===== src/rtl/sram_pkg.sv =====
// Shared definitions for the SRAM initiator: FSM state encoding and default
// request field widths used by the CPU load/store and fetch logic.
package sram_pkg;

  localparam int ADDR_W_DEF = 8;
  localparam int WIDTH_DEF  = 32;
  localparam int LEN_W_DEF  = 4;

  typedef enum logic [1:0] {
    IDLE  = 2'd0,
    WRITE = 2'd1,
    READ  = 2'd2,
    DRAIN = 2'd3
  } state_e;

endpackage


===== src/rtl/sram_rsp_pipe.sv =====
// Two-stage response pipeline: stage 1 tracks issued read beats while the
// SRAM's registered output settles, stage 2 captures the data word.
module sram_rsp_pipe #(
  parameter int WIDTH = 32
) (
  input  logic             clk,
  input  logic             rst,
  input  logic             issue_i,
  input  logic             issue_last_i,
  input  logic [WIDTH-1:0] rdata_i,
  output logic             rsp_valid_o,
  output logic             rsp_last_o,
  output logic [WIDTH-1:0] rsp_data_o
);

  logic             s1_valid_q, s1_last_q;
  logic             rsp_valid_q, rsp_last_q;
  logic [WIDTH-1:0] rsp_data_q;

  always_ff @(posedge clk) begin
    if (rst) begin
      s1_valid_q  <= 1'b0;
      s1_last_q   <= 1'b0;
      rsp_valid_q <= 1'b0;
      rsp_last_q  <= 1'b0;
      rsp_data_q  <= '0;
    end else begin
      s1_valid_q  <= issue_i;
      s1_last_q   <= issue_last_i;
      rsp_valid_q <= s1_valid_q;
      rsp_last_q  <= s1_last_q;
      // sram_rdata only holds a meaningful word the cycle after an issue
      if (s1_valid_q) rsp_data_q <= rdata_i;
    end
  end

  assign rsp_valid_o = rsp_valid_q;
  assign rsp_last_o  = rsp_last_q;
  assign rsp_data_o  = rsp_data_q;

endmodule


===== src/rtl/sram_master.sv =====
// Initiator for the single-port synchronous SRAM: single-beat writes and
// 1..2^LEN_W beat incrementing read bursts with a registered response stream.
module sram_master
  import sram_pkg::*;
#(
  parameter int ADDR   = ADDR_W_DEF,
  parameter int WIDTH  = WIDTH_DEF,
  parameter int LENGTH = 256,
  parameter int LEN_W  = LEN_W_DEF
) (
  input  logic             clk,
  input  logic             rst,
  input  logic             req_valid,
  output logic             req_ready,
  input  logic             req_we,
  input  logic [ADDR-1:0]  req_addr,
  input  logic [LEN_W-1:0] req_len,
  input  logic [WIDTH-1:0] req_wdata,
  output logic             rsp_valid,
  output logic [WIDTH-1:0] rsp_data,
  output logic             rsp_last,
  output logic             busy,
  output logic             sram_cs,
  output logic             sram_we,
  output logic [ADDR-1:0]  sram_addr,
  output logic [WIDTH-1:0] sram_wdata,
  input  logic [WIDTH-1:0] sram_rdata
);

  localparam logic [ADDR:0] LEN_EXT = (ADDR+1)'(LENGTH);

  state_e           state_q;
  logic [LEN_W-1:0] remaining_q;
  logic             cs_q, we_q, ready_q, busy_q;
  logic [ADDR-1:0]  addr_q;
  logic [WIDTH-1:0] wdata_q;

  logic [ADDR-1:0]  start_addr_d, next_addr_d;
  logic [ADDR:0]    next_wide;
  logic             issue, issue_last;

  // Address arithmetic carries one spare bit so the wrap test sees LENGTH.
  always_comb begin
    start_addr_d = ADDR'({1'b0, req_addr} % LEN_EXT);
    next_wide    = {1'b0, addr_q} + (ADDR+1)'(1);
    next_addr_d  = (next_wide >= LEN_EXT) ? '0 : next_wide[ADDR-1:0];
  end

  // NOTE: every register in a clocked block is assigned with <=, so all reads
  // inside it see the pre-edge values regardless of statement order.
  always_ff @(posedge clk) begin
    if (rst) begin
      state_q     <= IDLE;
      remaining_q <= '0;
      cs_q        <= 1'b0;
      we_q        <= 1'b0;
      addr_q      <= '0;
      wdata_q     <= '0;
      ready_q     <= 1'b1;
      busy_q      <= 1'b0;
    end else begin
      case (state_q)
        IDLE: if (req_valid && ready_q) begin
          cs_q    <= 1'b1;
          addr_q  <= start_addr_d;
          ready_q <= 1'b0;
          busy_q  <= 1'b1;
          if (req_we) begin
            state_q <= WRITE;
            we_q    <= 1'b1;
            wdata_q <= req_wdata;
          end else begin
            state_q     <= READ;
            we_q        <= 1'b0;
            remaining_q <= req_len;
          end
        end
        WRITE: begin
          state_q <= IDLE;
          cs_q    <= 1'b0;
          we_q    <= 1'b0;
          ready_q <= 1'b1;
          busy_q  <= 1'b0;
        end
        READ: begin
          if (remaining_q == '0) begin
            state_q <= DRAIN;
            cs_q    <= 1'b0;
          end else begin
            remaining_q <= remaining_q - LEN_W'(1);
            addr_q      <= next_addr_d;
          end
        end
        DRAIN: begin
          state_q <= IDLE;
          ready_q <= 1'b1;
          busy_q  <= 1'b0;
        end
        default: state_q <= IDLE;
      endcase
    end
  end

  assign issue      = (state_q == READ);
  assign issue_last = issue && (remaining_q == '0);

  sram_rsp_pipe #(.WIDTH(WIDTH)) u_rsp_pipe (
    .clk          (clk),
    .rst          (rst),
    .issue_i      (issue),
    .issue_last_i (issue_last),
    .rdata_i      (sram_rdata),
    .rsp_valid_o  (rsp_valid),
    .rsp_last_o   (rsp_last),
    .rsp_data_o   (rsp_data)
  );

  assign req_ready  = ready_q;
  assign busy       = busy_q;
  assign sram_cs    = cs_q;
  assign sram_we    = we_q;
  assign sram_addr  = addr_q;
  assign sram_wdata = wdata_q;

endmodule


===== config.mk =====
export PLATFORM = sky130hd
export DESIGN_NAME = sram_master
export DESIGN_NICKNAME = d
export VERILOG_FILES = /design/src/rtl/sram_pkg.sv /design/src/rtl/sram_rsp_pipe.sv /design/src/rtl/sram_master.sv
export SDC_FILE = /design/constraint.sdc
export NUM_CORES = 1
export LEC_CHECK = 0
export ABC_CLOCK_PERIOD_IN_PS = 2400
export BUFFER_PORTS_ARGS = -buffer_cell sky130_fd_sc_hd__buf_2
export CORE_ASPECT_RATIO = 1.1
export CORE_MARGIN = 2
export CORE_UTILIZATION = 47
export CTS_CLUSTER_SIZE = 10
export DETAILED_ROUTE_END_ITERATION = 8
export PLACE_DENSITY = 0.8
export REMOVE_ABC_BUFFERS = 1
export SYNTH_ARGS = -nofsm -noshare
export SYNTH_HDL_FRONTEND = slang
export SYNTH_SLANG_ARGS = --single-unit

===== constraint.sdc =====
create_clock -name clk -period 2.4 [get_ports clk]
set_clock_uncertainty 0.1 [all_clocks]
set_input_delay 0.36 -clock clk [delete_from_list [all_inputs] [get_ports clk]]
set_output_delay 0.36 -clock clk [all_outputs]
set_load 0.01 [all_outputs]

==> results.rst, run 1 <==
.. list-table::
   :header-rows: 1

   * - Metric
     - Value
   * - Parity-gate share of the synthesized area counting xor and xnor cells
     - 0
   * - Leakage power
     - slightly above 2 nW
   * - Post-CTS setup repair buffer count
     - 0
   * - FP Rows
     - 32
   * - Post-synthesis share of cell area spent on and, or, nand and nor gates
     - 0.185
   * - Filler cells
     - between 500 and 600
   * - Instance area at placement
     - around 4300 um^2
   * - Chip height
     - 94.3 um
   * - Via density per instance
     - between 5 and 6
   * - Total power density per cell area
     - a little over 1000 nW/um^2
   * - CTS resizes
     - 0
   * - Tightest slew margin relative to the limit
     - 0.654
   * - TritonCTS Sinks
     - 86
   * - Pre-CTS WS
     - approximately 440 ps
   * - First-pass GRT wire length
     - around 14 mm
   * - Number of cells produced by synthesis
     - 394
   * - Antenna-violating nets left
     - 0
   * - Number of search-and-repair iterations in the first detailed-routing pass
     - 4
   * - Clock tree from TritonCTS
     - done
   * - Floorplan core area
     - roughly 7100 um^2
   * - CTS Hold Buffers Added
     - 0
   * - Final WS setup
     - between 400 and 500 ps
   * - Average detailed-routed wire length per instance
     - between 10 and 15 um
   * - Final-report setup violation count
     - 0
   * - Final Max Tran Viols
     - 0
   * - Antenna diode count
     - 0
   * - Type of origin of the critical path
     - register
   * - Max-cap check violation count
     - 0
   * - Synth area leaders
     - dfxtp_1, mux2i_1, nand2_1
   * - Share of layout cells above drive strength 1
     - 0.353
   * - Highest achievable clock rate
     - slightly above 0.5 GHz
   * - Sequential cell area
     - approximately 1700 um^2
   * - Number of enable-type register cells in the synthesized netlist
     - 0
   * - Cell taking the most area after synthesis
     - dfxtp_1
   * - CP Max Fanout
     - 10
   * - Commonest non-fill, non-tap cells in the layout
     - buf_2, dfxtp_1, nand2_1, nor2_1, a21oi_1
   * - Setup Crit Path Kind
     - register to register
   * - Critical Path AT
     - between 2000 and 2500 ps
   * - Largest net degree at the start of global routing
     - between 40 and 50
   * - Placed wire-length estimate
     - 6.31 mm
   * - Mux share of post-synthesis cell area
     - 0.101
   * - Clock period minus worst slack
     - 1980 ps
   * - Later-pin clock latency in the skew report
     - 340 ps
   * - Initial DRC count
     - approximately 120
   * - Fraction of registers with async set or reset after synthesis
     - 0
   * - H-tree lvl count
     - 3
   * - Gp weighted congestion
     - between 0.8 and 0.9
   * - Final routed DRC violation total
     - 0
   * - Actual slew at the worst max-slew pin
     - a little over 500 ps
   * - Total chip power
     - 0.00471 W
   * - Number of buffers on the longest clock path
     - 2
   * - Final cell area excluding filler cells
     - between 4000 and 5000 um^2
   * - Via count of the first global-routing pass
     - ~3100
   * - Crit share post-route
     - 0.825
   * - Most common cell after layout, fill and taps aside
     - buf_2
   * - Die width
     - approximately 86 um
   * - Max IR drop VDD
     - between 600 and 700 uV
   * - Footprint of the multi-input gates
     - approximately 1600 um^2
   * - Area share of the largest cell type after synthesis
     - 0.494
   * - Number of storage elements in the synthesis netlist
     - 86
   * - Clk Tree Root Cell
     - clkbuf_8
   * - Number of top-level pins
     - roughly 160
   * - Worst endpoint required time
     - 2540 ps
   * - Top flip-flop cell by instance count after synthesis
     - dfxtp_1
   * - Setup_tns
     - 0 ps
   * - Number of buffers inserted during clock tree synthesis
     - 9
   * - Synthesized-area fraction occupied by ao, oa, aoi and oai cells
     - 0.150
   * - Class of the worst hold path
     - primary input to register
   * - Main combinational cell family by area after synthesis
     - simple AND/OR/NAND/NOR gates
   * - DIE AREA
     - 8120 um^2
   * - Clk slew on worst S/H paths
     - 90 ps
   * - Final Net Count
     - about 630
   * - Result of the run
     - completed
   * - Residual overflow from global routing
     - 0
   * - Initial standard-cell utilization of the core
     - 0.492
   * - Unrepaired setup endpoints after global routing
     - no
   * - Wirelength, routed
     - 8.52 mm
   * - Netlist Area Pre-Place
     - between 3000 and 4000 um^2
   * - Count of warnings emitted by yosys
     - 0
   * - Register area share after synthesis
     - 0.494
   * - Setup crit end kind
     - register
   * - Antenna violations before repair
     - 0
   * - Number of I/O port buffers
     - around 160
   * - Vias post-DR
     - between 3000 and 4000
   * - Final Hold Violating Endpoints
     - 0
   * - Tot GR Track Use
     - 0.209
   * - Post-synthesis share of cell area spent on full adders, half adders and majority gates
     - 0.0251
   * - Number of distinct library cells after synthesis
     - 42
   * - Avg Inst Size Synth
     - just under 9 um^2
   * - Area growth from synthesis to layout
     - 30.8%
[synthesized netlist by cell type (all sizes together) (2+ instances only)]
library cell  number
dfxtp             86
o22ai              2
nor2              45
a211oi             9
mux2i             35
nand3b             2
nand3              6
clkbuf            14
a221oi             3
nand4              4
a21oi             46
nand2b             3
buf               12
inv                9
ha                 7
o21ai             12
nor2b              4
nand2             74
nor3               5
[kinds of logic (layout without fill, tap and decap cells)]
logic type	after synthesis	after routing
and+or+nand+nor	148	148
DFF	86	86
AOI/OAI and AO/OA	83	83
muxes	35	35
buffers and inverters	35	191
adders and majority gates	7	7
[metal layers]
layer / up-vias / track usage / share of wire
met2: 109 / 0.376 / 0.51
met5: - / 0 / 0
met1: 1482 / 0.237 / 0.41
met3: 16 / 0.0475 / 0.057
met4: 0 / 0.0847 / 0.025
li1: 1636 / - / -
[power by group]
part	total, W	switching (W)	internal, W
Combinational	0.00171	0.000972	0.000733
Sequential	0.00189	0.000205	0.00168
Clock	0.00111	0.000515	0.000596
Total	0.00471	0.00169	0.00301
[registers in the layout, indices dropped and copies added, names as in the netlist]
signal	count
sram_we	1
busy	1
u_rsp_pipe.rsp_data_o	32
remaining_q	4
sram_addr	8
u_rsp_pipe.rsp_last_o	1
u_rsp_pipe.rsp_valid_o	1
req_ready	1
sram_cs	1
u_rsp_pipe.s1_last_q	1
u_rsp_pipe.s1_valid_q	1
sram_wdata	32
state_q	2
[worst max-delay path: stages, from the launching register on]
cell	delay [ps]
dfxtp_1	390
inv_1	100
ha_1	260
and4bb_1	270
nor3_2	210
buf_4	200
o21ai_0	100
a32o_1	250
[final timing paths]
| check | from | endpoint | slack [ps] | cells past startpoint |
|---|---|---|---|---|
| max reg2reg | state_q[0]$_SDFFE_PP0P_ | sram_addr[2]$_SDFFE_PP0P_ | 420 | 7 |
| min | req_wdata[26] | sram_wdata[26]$_SDFFE_PP0P_ | 140 | 3 |
| min reg2reg | sram_wdata[26]$_SDFFE_PP0P_ | sram_wdata[26]$_SDFFE_PP0P_ | 360 | 2 |
| max | state_q[0]$_SDFFE_PP0P_ | sram_addr[2]$_SDFFE_PP0P_ | 420 | 7 |
[cell type report]
type | instances | area share
tap | 85 | 0.0233
clock inverter | 6 | 0.0206
inverter | 9 | 0.00741
sequential | 86 | 0.378
multi-input combinational | 273 | 0.353
timing repair buffer | 166 | 0.190
clock buffer | 10 | 0.0280
[through the flow]
stage / std cells / hold slack [ps] / util
after global placement: 619 / 336 / 0.612
after global routing: 635 / 129 / 0.643
after CTS: 635 / 124 / 0.643
after detailed placement: 619 / 344 / 0.612
final: 635 / 144 / 0.643
after floorplan: 368 / 314 / -
No activity file was read; power rests on OpenSTA's default activity.
==> run 2: changes to the inputs <==
--- a/config.mk
+++ b/config.mk
@@ -5,7 +5,7 @@
 export SDC_FILE = /design/constraint.sdc
 export NUM_CORES = 1
 export LEC_CHECK = 0
-export ABC_CLOCK_PERIOD_IN_PS = 2400
+export ABC_CLOCK_PERIOD_IN_PS = 1920
 export BUFFER_PORTS_ARGS = -buffer_cell sky130_fd_sc_hd__buf_2
 export CORE_ASPECT_RATIO = 1.1
 export CORE_MARGIN = 2
==> constraint.sdc (replaced) <==
create_clock -name clk -period 1.92 [get_ports clk]
set_clock_uncertainty 0.1 [all_clocks]
set_input_delay 0.288 -clock clk [delete_from_list [all_inputs] [get_ports clk]]
set_output_delay 0.288 -clock clk [all_outputs]
set_load 0.01 [all_outputs]
==> run 2 against run 1 <==
Compared with the run above:
- register-to-register slack worse by 350 ps
- non-clock buffer count up 8
- largest power group is now combinational cells
- first-iteration DRC count rose by 11%
- die area unchanged
==> results.rst, run 2 (same netlist as run 1, synthesis figures left out) <==
.. list-table::
   :header-rows: 1

   * - Metric
     - Value
   * - Floorplan core area
     - 7090 um^2 (unchanged)
   * - Last element of the critical path
     - sram_addr[4]$_SDFFE_PP0P_ (was sram_addr[2]$_SDFFE_PP0P_)
   * - Clock tree from TritonCTS
     - done (unchanged)
   * - Largest stage delay on the critical path
     - 360 ps (was 390 ps)
   * - Worst endpoint required time
     - 2060 ps (was 2540 ps)
   * - Result of the run
     - completed (unchanged)
   * - Antenna violations before repair
     - 0 (unchanged)
   * - Share of layout cells above drive strength 1
     - 0.376 (was 0.353)
   * - Number of top-level pins
     - 158 (unchanged)
   * - Clock period minus worst slack
     - 1840 ps (was 1980 ps)
   * - Wirelength, routed
     - 8.74 mm (was 8.52 mm)
   * - Final core area utilization
     - 0.657 (was 0.643)
   * - Final Hold Violating Endpoints
     - 0 (unchanged)
   * - Reg2Reg Capture Point
     - sram_addr[4]$_SDFFE_PP0P_ (was sram_addr[2]$_SDFFE_PP0P_)
   * - Via density per instance
     - 5.19 (was 5.11)
   * - Final cell area excluding filler cells
     - 4650 um^2 (was 4560 um^2)
   * - Average detailed-routed wire length per instance
     - 13.6 um (was 13.4 um)
   * - Final Max Tran Viols
     - 0 (unchanged)
   * - Largest net degree at the start of global routing
     - 59 (was 44)
   * - Tightest slew margin relative to the limit
     - 0.749 (was 0.654)
   * - Number of stages on the worst setup path
     - 7 (unchanged)
   * - Setup Crit Path Kind
     - register to register (unchanged)
   * - Final WS setup
     - 75.3 ps (was 420 ps)
   * - Critical path, cell by cell
     - inv_1 -> ha_1 -> and4bb_2 -> nor3_4 -> clkdlybuf4s15_2 -> buf_4 -> a211oi_2 (was inv_1 -> ha_1 -> and4bb_1 -> nor3_2 -> buf_4 -> o21ai_0 -> a32o_1)
   * - Residual overflow from global routing
     - 0 (unchanged)
   * - Antenna diode count
     - 0 (unchanged)
   * - Number of cells traversed by the worst register-to-register path
     - 7 (unchanged)
   * - Pre-CTS WS
     - 19.0 ps (was 438 ps)
   * - Final-report setup violation count
     - 0 (unchanged)
   * - Area growth from synthesis to layout
     - 33.6% (was 30.8%)
   * - Die width
     - 86.1 um (unchanged)
   * - Setup_tns
     - 0 ps (unchanged)
   * - Class of the worst hold path
     - primary input to register (unchanged)
   * - Final Net Count
     - 640 (was 632)
   * - First-pass GRT wire length
     - 13.6 mm (about the same)
   * - Via count of the first global-routing pass
     - 3098 (was 3094)
   * - Actual slew at the worst max-slew pin
     - 376 ps (was 519 ps)
   * - Clk slew on worst S/H paths
     - 90 ps (about the same)
   * - Max IR drop VDD
     - 827 uV (was 617 uV)
   * - Gp weighted congestion
     - 0.782 (was 0.807)
   * - Type of origin of the critical path
     - register (unchanged)
   * - FP Rows
     - 32 (unchanged)
   * - Critical Path AT
     - 1980 ps (was 2120 ps)
   * - Number of I/O port buffers
     - 157 (unchanged)
   * - Placed wire-length estimate
     - 6.45 mm (was 6.31 mm)
   * - Vias post-DR
     - 3340 (was 3243)
   * - Highest achievable clock rate
     - 0.542 GHz (was 0.505 GHz)
   * - Crit path buf inv count
     - 3 (was 2)
   * - Category of cells accounting for the largest share of critical-path delay
     - buffers and inverters (was simple AND/OR/NAND/NOR gates)
   * - Number of buffers inserted during clock tree synthesis
     - 9 (unchanged)
   * - Number of buffers on the longest clock path
     - 2 (unchanged)
   * - Cell type of the slowest stage on the worst timing path
     - dfxtp_2 (was dfxtp_1)
   * - Filler cells
     - 577 (was 596)
   * - H-tree lvl count
     - 3 (unchanged)
   * - Number of search-and-repair iterations in the first detailed-routing pass
     - 6 (was 4)
   * - Initial standard-cell utilization of the core
     - 0.492 (unchanged)
   * - Total chip power
     - 0.00608 W (was 0.00471 W)
   * - Crit share post-route
     - 0.961 (was 0.825)
   * - Commonest non-fill, non-tap cells in the layout
     - buf_2, dfxtp_1, nand2_1, a21oi_1, nor2_1 (was buf_2, dfxtp_1, nand2_1, nor2_1, a21oi_1)
   * - Chip height
     - 94.3 um (unchanged)
   * - Leakage power
     - 2.10 nW (was 2.06 nW)
   * - Clk Tree Root Cell
     - clkbuf_8 (unchanged)
   * - Tot GR Track Use
     - 0.207 (was 0.209)
   * - Final routed DRC violation total
     - 0 (unchanged)
   * - Reg-to-reg critical path startpoint
     - state_q[0]$_SDFFE_PP0P_ (unchanged)
   * - Max-cap check violation count
     - 0 (unchanged)
   * - Launch point of the critical path
     - state_q[0]$_SDFFE_PP0P_ (unchanged)
   * - Worst hold path stage count
     - 3 (unchanged)
   * - CP Max Fanout
     - 4 (was 10)
   * - Setup crit end kind
     - register (unchanged)
   * - Later-pin clock latency in the skew report
     - 340 ps (about the same)
   * - Instance area at placement
     - 4410 um^2 (was 4340 um^2)
   * - Initial DRC count
     - 132 (was 119)
   * - Most common cell after layout, fill and taps aside
     - buf_2 (unchanged)
   * - Setup slack, reg-to-reg
     - 80 ps (was 420 ps)
   * - Total power density per cell area
     - 1310 nW/um^2 (was 1030 nW/um^2)
   * - DIE AREA
     - 8120 um^2 (unchanged)
   * - Antenna-violating nets left
     - 0 (unchanged)
   * - TritonCTS Sinks
     - 86 (unchanged)
[run 2: cell types whose count changed in the layout (fill, tap and decap cells not counted), moves of 2 or more]
cell / previous run / this run
buf_4: 8 / 13
dfxtp_1: 85 / 83
buf_12: 1 / 3
dfxtp_2: 1 / 3
[run 2: where the power goes]
group / internal [W] / total, W / switching, W
logic: 0.00113 / 0.00247 / 0.00134
registers: 0.00211 / 0.00236 / 0.000246
clock network: 0.000611 / 0.00126 / 0.000646
total: 0.00385 / 0.00608 / 0.00223
[run 2: timing repair]
action,4_1_cts,5_1_grt
hold buffers,0,0
resized for setup,0,11
setup buffers,0,1
endpoints found under the setup margin,0,46
[run 2: how the worst min path moves through the flow]
stage	endpoint	from	slack (ps)
floorplan	sram_addr[0]$_SDFFE_PP0P_	rst	250
CTS	sram_wdata[21]$_SDFFE_PP0P_	req_wdata[21]	50
detailed placement	u_rsp_pipe.rsp_last_o$_SDFF_PP0_	u_rsp_pipe.s1_last_q$_SDFF_PP0_	330
finish	sram_wdata[21]$_SDFFE_PP0P_	req_wdata[21]	70
global placement	sram_wdata[13]$_SDFFE_PP0P_	sram_wdata[13]$_SDFFE_PP0P_	340
global route	sram_wdata[21]$_SDFFE_PP0P_	req_wdata[21]	60
[run 2: layer usage]
metal  GRT usage  share of wire  vias up
li1            -              -     1652
met1       0.227           0.38     1555
met2       0.382           0.53      115
met3      0.0413          0.060       18
met4      0.0952          0.024        0
met5           0              0        -
[run 2: layout make-up]
class | count | area (um^2) | share of cell area
clock inverter | 6 | 68.8 | 0.0148
sequential | 86 | 1730 | 0.371
timing repair buffer | 174 | 955 | 0.205
tap | 85 | 106 | 0.0228
multi-input combinational | 273 | 1640 | 0.352
clock buffer | 10 | 128 | 0.0274
inverter | 9 | 33.8 | 0.00726
[run 2: through the flow]
step / hold slack, ps / cells
2_1_floorplan: 253 / 368
3_3_place_gp: 339 / 625
3_5_place_dp: 335 / 625
4_1_cts: 54.3 / 641
5_1_grt: 58.1 / 643
6_report: 67.1 / 643
[run 2: tightest hold or removal path, cell delays in order]
cell and delay, ps:
buf_2 90, nand2_1 40, a21oi_1 50
==> run 3: changes to the inputs <==
--- a/config.mk
+++ b/config.mk
@@ -10,10 +10,10 @@
 export CORE_ASPECT_RATIO = 1.1
 export CORE_MARGIN = 2
 export CORE_UTILIZATION = 47
-export CTS_CLUSTER_SIZE = 10
 export DETAILED_ROUTE_END_ITERATION = 8
 export PLACE_DENSITY = 0.8
 export REMOVE_ABC_BUFFERS = 1
 export SYNTH_ARGS = -nofsm -noshare
 export SYNTH_HDL_FRONTEND = slang
+export SYNTH_HIERARCHICAL = 1
 export SYNTH_SLANG_ARGS = --single-unit
==> run 3 against run 2 <==
Compared with the run above:
- worst hold slack improved by 0.76 ps
- final cell count rose by 0.16%
- setup slack better by 27 ps
- area after synthesis grew 2.6%
- sequential power shrank 2%
- sequential share of layout area rose by 0.056 points
- largest power group is now sequential cells
- largest cell class unchanged
- clock power hardly changed
- non-clock buffer count is 9 lower
- combinational power fell by 25%
==> results.rst, run 3 <==
.. list-table::
   :header-rows: 1

   * - Metric
     - Value
   * - Final-report setup violation count
     - 0 (unchanged)
   * - Post-synthesis share of cell area spent on full adders, half adders and majority gates
     - 0.0245 (was 0.0251)
   * - Final Max Tran Viols
     - 0 (unchanged)
   * - Launch point of the critical path
     - state_q[0]$_SDFFE_PP0P_ (unchanged)
   * - Floorplan core area
     - 7430 um^2 (was 7090 um^2)
   * - FP Rows
     - 33 (was 32)
   * - Clock tree from TritonCTS
     - done (unchanged)
   * - Register area share after synthesis
     - 0.482 (was 0.494)
   * - Most instantiated cells after synthesis
     - dfxtp_1, nand2_1, nor2_1 (was dfxtp_1, nand2_1, a21oi_1, nor2_1, mux2i_1)
   * - Setup slack, reg-to-reg
     - 100 ps (was 80 ps)
   * - Cell type of the slowest stage on the worst timing path
     - dfxtp_1 (was dfxtp_2)
   * - Length of routed met3 wiring
     - 412 um (was 521 um)
   * - Leading cell type by number of instances after synthesis
     - dfxtp_1 (unchanged)
   * - Antenna-violating nets left
     - 0 (unchanged)
   * - Mux share of post-synthesis cell area
     - 0.0980 (was 0.101)
   * - Number of buffers on the longest clock path
     - 2 (unchanged)
   * - Largest net degree at the start of global routing
     - 45 (was 59)
   * - Clk slew on worst S/H paths
     - 90 ps (about the same)
   * - Wirelength, routed
     - 8.40 mm (was 8.74 mm)
   * - Post-synthesis share of cell area spent on and, or, nand and nor gates
     - 0.202 (was 0.185)
   * - Synth area leaders
     - dfxtp_1, mux2i_1, nand2_1 (unchanged)
   * - Number of distinct library cells after synthesis
     - 46 (was 42)
   * - Final core area utilization
     - 0.624 (was 0.657)
   * - Commonest non-fill, non-tap cells in the layout
     - buf_2, dfxtp_1, nand2_1, nor2_1, a21oi_1 (was buf_2, dfxtp_1, nand2_1, a21oi_1, nor2_1)
   * - DIE AREA
     - 8320 um^2 (was 8120 um^2)
   * - Worst endpoint required time
     - 2020 ps (was 2060 ps)
   * - Clock share of power
     - 0.235 (was 0.207)
   * - Placed wire-length estimate
     - 6.23 mm (was 6.45 mm)
   * - Final WS setup
     - 102 ps (was 75.3 ps)
   * - Tot GR Track Use
     - 0.191 (was 0.207)
   * - Crit path buf inv count
     - 1 (was 3)
   * - Pre-CTS WS
     - 81.4 ps (was 19.0 ps)
   * - Most common cell after layout, fill and taps aside
     - buf_2 (unchanged)
   * - Number of cells produced by synthesis
     - 401 (was 394)
   * - Category of cells accounting for the largest share of critical-path delay
     - compound AO/OA/AOI/OAI gates (was buffers and inverters)
   * - Initial DRC count
     - 116 (was 132)
   * - Clock period minus worst slack
     - 1820 ps (was 1840 ps)
   * - Setup crit end kind
     - register (unchanged)
   * - Leakage power
     - 2.10 nW (about the same)
   * - Gp weighted congestion
     - 0.784 (was 0.782)
   * - First-pass GRT wire length
     - 12.7 mm (was 13.6 mm)
   * - Residual overflow from global routing
     - 0 (unchanged)
   * - Wire length the detailed router placed on met1
     - 3.45 mm (was 3.36 mm)
   * - Share of layout cells above drive strength 1
     - 0.357 (was 0.376)
   * - Top flip-flop cell by instance count after synthesis
     - dfxtp_1 (unchanged)
   * - Main combinational cell family by area after synthesis
     - simple AND/OR/NAND/NOR gates (unchanged)
   * - Later-pin clock latency in the skew report
     - 350 ps (was 340 ps)
   * - Clk Tree Root Cell
     - clkbuf_8 (unchanged)
   * - Total power density per cell area
     - 1170 nW/um^2 (was 1310 nW/um^2)
   * - TritonCTS Sinks
     - 86 (unchanged)
   * - Max Used Layer
     - met4 (unchanged)
   * - Via count of the first global-routing pass
     - 2863 (was 3098)
   * - Last element of the critical path
     - remaining_q[3]$_SDFFE_PP0P_ (was sram_addr[4]$_SDFFE_PP0P_)
   * - Setup Crit Path Kind
     - register to register (unchanged)
   * - Critical Path AT
     - 1920 ps (was 1980 ps)
   * - Max-cap check violation count
     - 0 (unchanged)
   * - Avg Inst Size Synth
     - 8.91 um^2 (was 8.84 um^2)
   * - Tightest slew margin relative to the limit
     - 0.566 (was 0.749)
   * - Number of buffers inserted during clock tree synthesis
     - 9 (unchanged)
   * - CP Max Fanout
     - 8 (was 4)
   * - Number of stages on the worst setup path
     - 6 (was 7)
   * - Cell taking the most area after synthesis
     - dfxtp_1 (unchanged)
   * - Area share of the largest cell type after synthesis
     - 0.482 (was 0.494)
   * - Critical path, cell by cell
     - inv_1 -> ha_1 -> and4bb_1 -> a21oi_2 -> a21bo_2 -> a21oi_1 (was inv_1 -> ha_1 -> and4bb_2 -> nor3_4 -> clkdlybuf4s15_2 -> buf_4 -> a211oi_2)
   * - Netlist Area Pre-Place
     - 3570 um^2 (was 3480 um^2)
   * - Class of the worst hold path
     - primary input to register (unchanged)
   * - Area growth from synthesis to layout
     - 29.8% (was 33.6%)
   * - Unrepaired setup endpoints after global routing
     - yes
   * - Antenna violations before repair
     - 0 (unchanged)
   * - Number of search-and-repair iterations in the first detailed-routing pass
     - 6 (unchanged)
   * - Final Hold Violating Endpoints
     - 0 (unchanged)
   * - Detail Route met2 WL
     - 4.36 mm (was 4.64 mm)
   * - Type of origin of the critical path
     - register (unchanged)
   * - Final Net Count
     - 639 (was 640)
   * - Crit share post-route
     - 0.947 (was 0.961)
   * - Fraction of power spent switching nets
     - 0.346 (was 0.366)
   * - Fraction of registers with async set or reset after synthesis
     - 0 (unchanged)
   * - Reg2Reg Capture Point
     - remaining_q[3]$_SDFFE_PP0P_ (was sram_addr[4]$_SDFFE_PP0P_)
   * - Number of I/O port buffers
     - 157 (unchanged)
   * - Chip height
     - 95.5 um (was 94.3 um)
   * - Via density per instance
     - 5.08 (was 5.19)
   * - Reg-to-reg critical path startpoint
     - state_q[0]$_SDFFE_PP0P_ (unchanged)
   * - Internal power
     - 0.00356 W (was 0.00385 W)
   * - Average detailed-routed wire length per instance
     - 13.0 um (was 13.6 um)
   * - Share of power burned in registers
     - 0.425 (was 0.388)
   * - Initial standard-cell utilization of the core
     - 0.481 (was 0.492)
   * - Logic gate share of total power
     - 0.340 (was 0.406)
   * - Die width
     - 87.2 um (was 86.1 um)
   * - Number of top-level pins
     - 158 (unchanged)
   * - Switching power
     - 0.00188 W (was 0.00223 W)
   * - Filler cells
     - 665 (was 577)
   * - Vias post-DR
     - 3273 (was 3340)
   * - H-tree lvl count
     - 3 (unchanged)
   * - Largest stage delay on the critical path
     - 390 ps (was 360 ps)
   * - Worst min-delay path startpoint
     - req_wdata[22] (was req_wdata[21])
   * - Number of cells traversed by the worst register-to-register path
     - 6 (was 7)
   * - Highest achievable clock rate
     - 0.550 GHz (was 0.542 GHz)
   * - Final routed DRC violation total
     - 0 (unchanged)
   * - Number of storage elements in the synthesis netlist
     - 86 (unchanged)
   * - Max IR drop VDD
     - 620 uV (was 827 uV)
   * - Count of warnings emitted by yosys
     - 6 (was 0)
   * - Antenna diode count
     - 0 (unchanged)
   * - Parity-gate share of the synthesized area counting xor and xnor cells
     - 0 (unchanged)
   * - Synthesized-area fraction occupied by ao, oa, aoi and oai cells
     - 0.138 (was 0.150)
   * - Actual slew at the worst max-slew pin
     - 651 ps (was 376 ps)
   * - Number of enable-type register cells in the synthesized netlist
     - 0 (unchanged)
   * - Result of the run
     - completed (unchanged)
run 3: cell families after synthesis:
kind of cell / after synthesis
muxes: 35
AOI/OAI and AO/OA: 80
and+or+nand+nor: 160
buffers and inverters: 33
adders and majority gates: 7
DFF: 86
run 3: stage by stage:
step	hold WS, ps	std cells	cell area (um^2)	total power, W	TNS [ps]
final	67.9	644	4640	0.00543	0
after global routing	49.7	644	4640	0.00582	-13.4
after CTS	50.5	644	4620	0.00546	0
after detailed placement	343	628	4410	0.00417	0
after global placement	339	628	4410	0.00409	0
after floorplan	256	376	3410	0.00346	-1410
run 3: repair_timing:
item                                   in CTS  in global routing
resized for setup                           0                  7
hold buffers                                0                  0
setup endpoints to repair                   0                 12
buffers inserted                            0                  0
endpoints found under the hold margin       0                  0
run 3: per-layer routing:
layer | track usage | vias to the layer above
met3 | 0.0277 | 14
met4 | 0.0897 | 0
met2 | 0.349 | 100
met5 | 0 | -
met1 | 0.216 | 1507
li1 | - | 1652
run 3: worst min-delay path, cell delays in order:
cell and delay (ps):
buf_2 90, nand2_1 40, a21oi_1 50
run 3: power by group through the flow:
| stage | Combinational [W] | Sequential [W] | Clock (W) |
|---|---|---|---|
| after floorplan | 0.00101 | 0.00246 | 0 |
| after global placement | 0.00176 | 0.00233 | 0 |
| after detailed placement | 0.00182 | 0.00235 | 0 |
| after CTS | 0.00183 | 0.00231 | 0.00132 |
| after global routing | 0.00207 | 0.00235 | 0.00141 |
| final | 0.00185 | 0.00231 | 0.00128 |
run 3: worst min path at each step:
stage	endpoint	slack (ps)	cells after the start
2_1_floorplan	sram_addr[5]$_SDFFE_PP0P_	260	1
3_3_place_gp	sram_wdata[1]$_SDFFE_PP0P_	340	2
3_5_place_dp	sram_wdata[4]$_SDFFE_PP0P_	340	2
4_1_cts	sram_wdata[22]$_SDFFE_PP0P_	50	3
5_1_grt	sram_wdata[20]$_SDFFE_PP0P_	50	3
6_report	sram_wdata[22]$_SDFFE_PP0P_	70	3
run 3: final cells by class:
class,instances,area (um^2),area share
Clock buffer,10,138,0.0297
Clock inverter,6,68.8,0.0148
Inverter,8,30.0,0.00647
Multi-Input combinational cell,282,1670,0.360
Sequential cell,86,1720,0.371
Tap cell,87,109,0.0235
Timing Repair Buffer,165,900,0.194
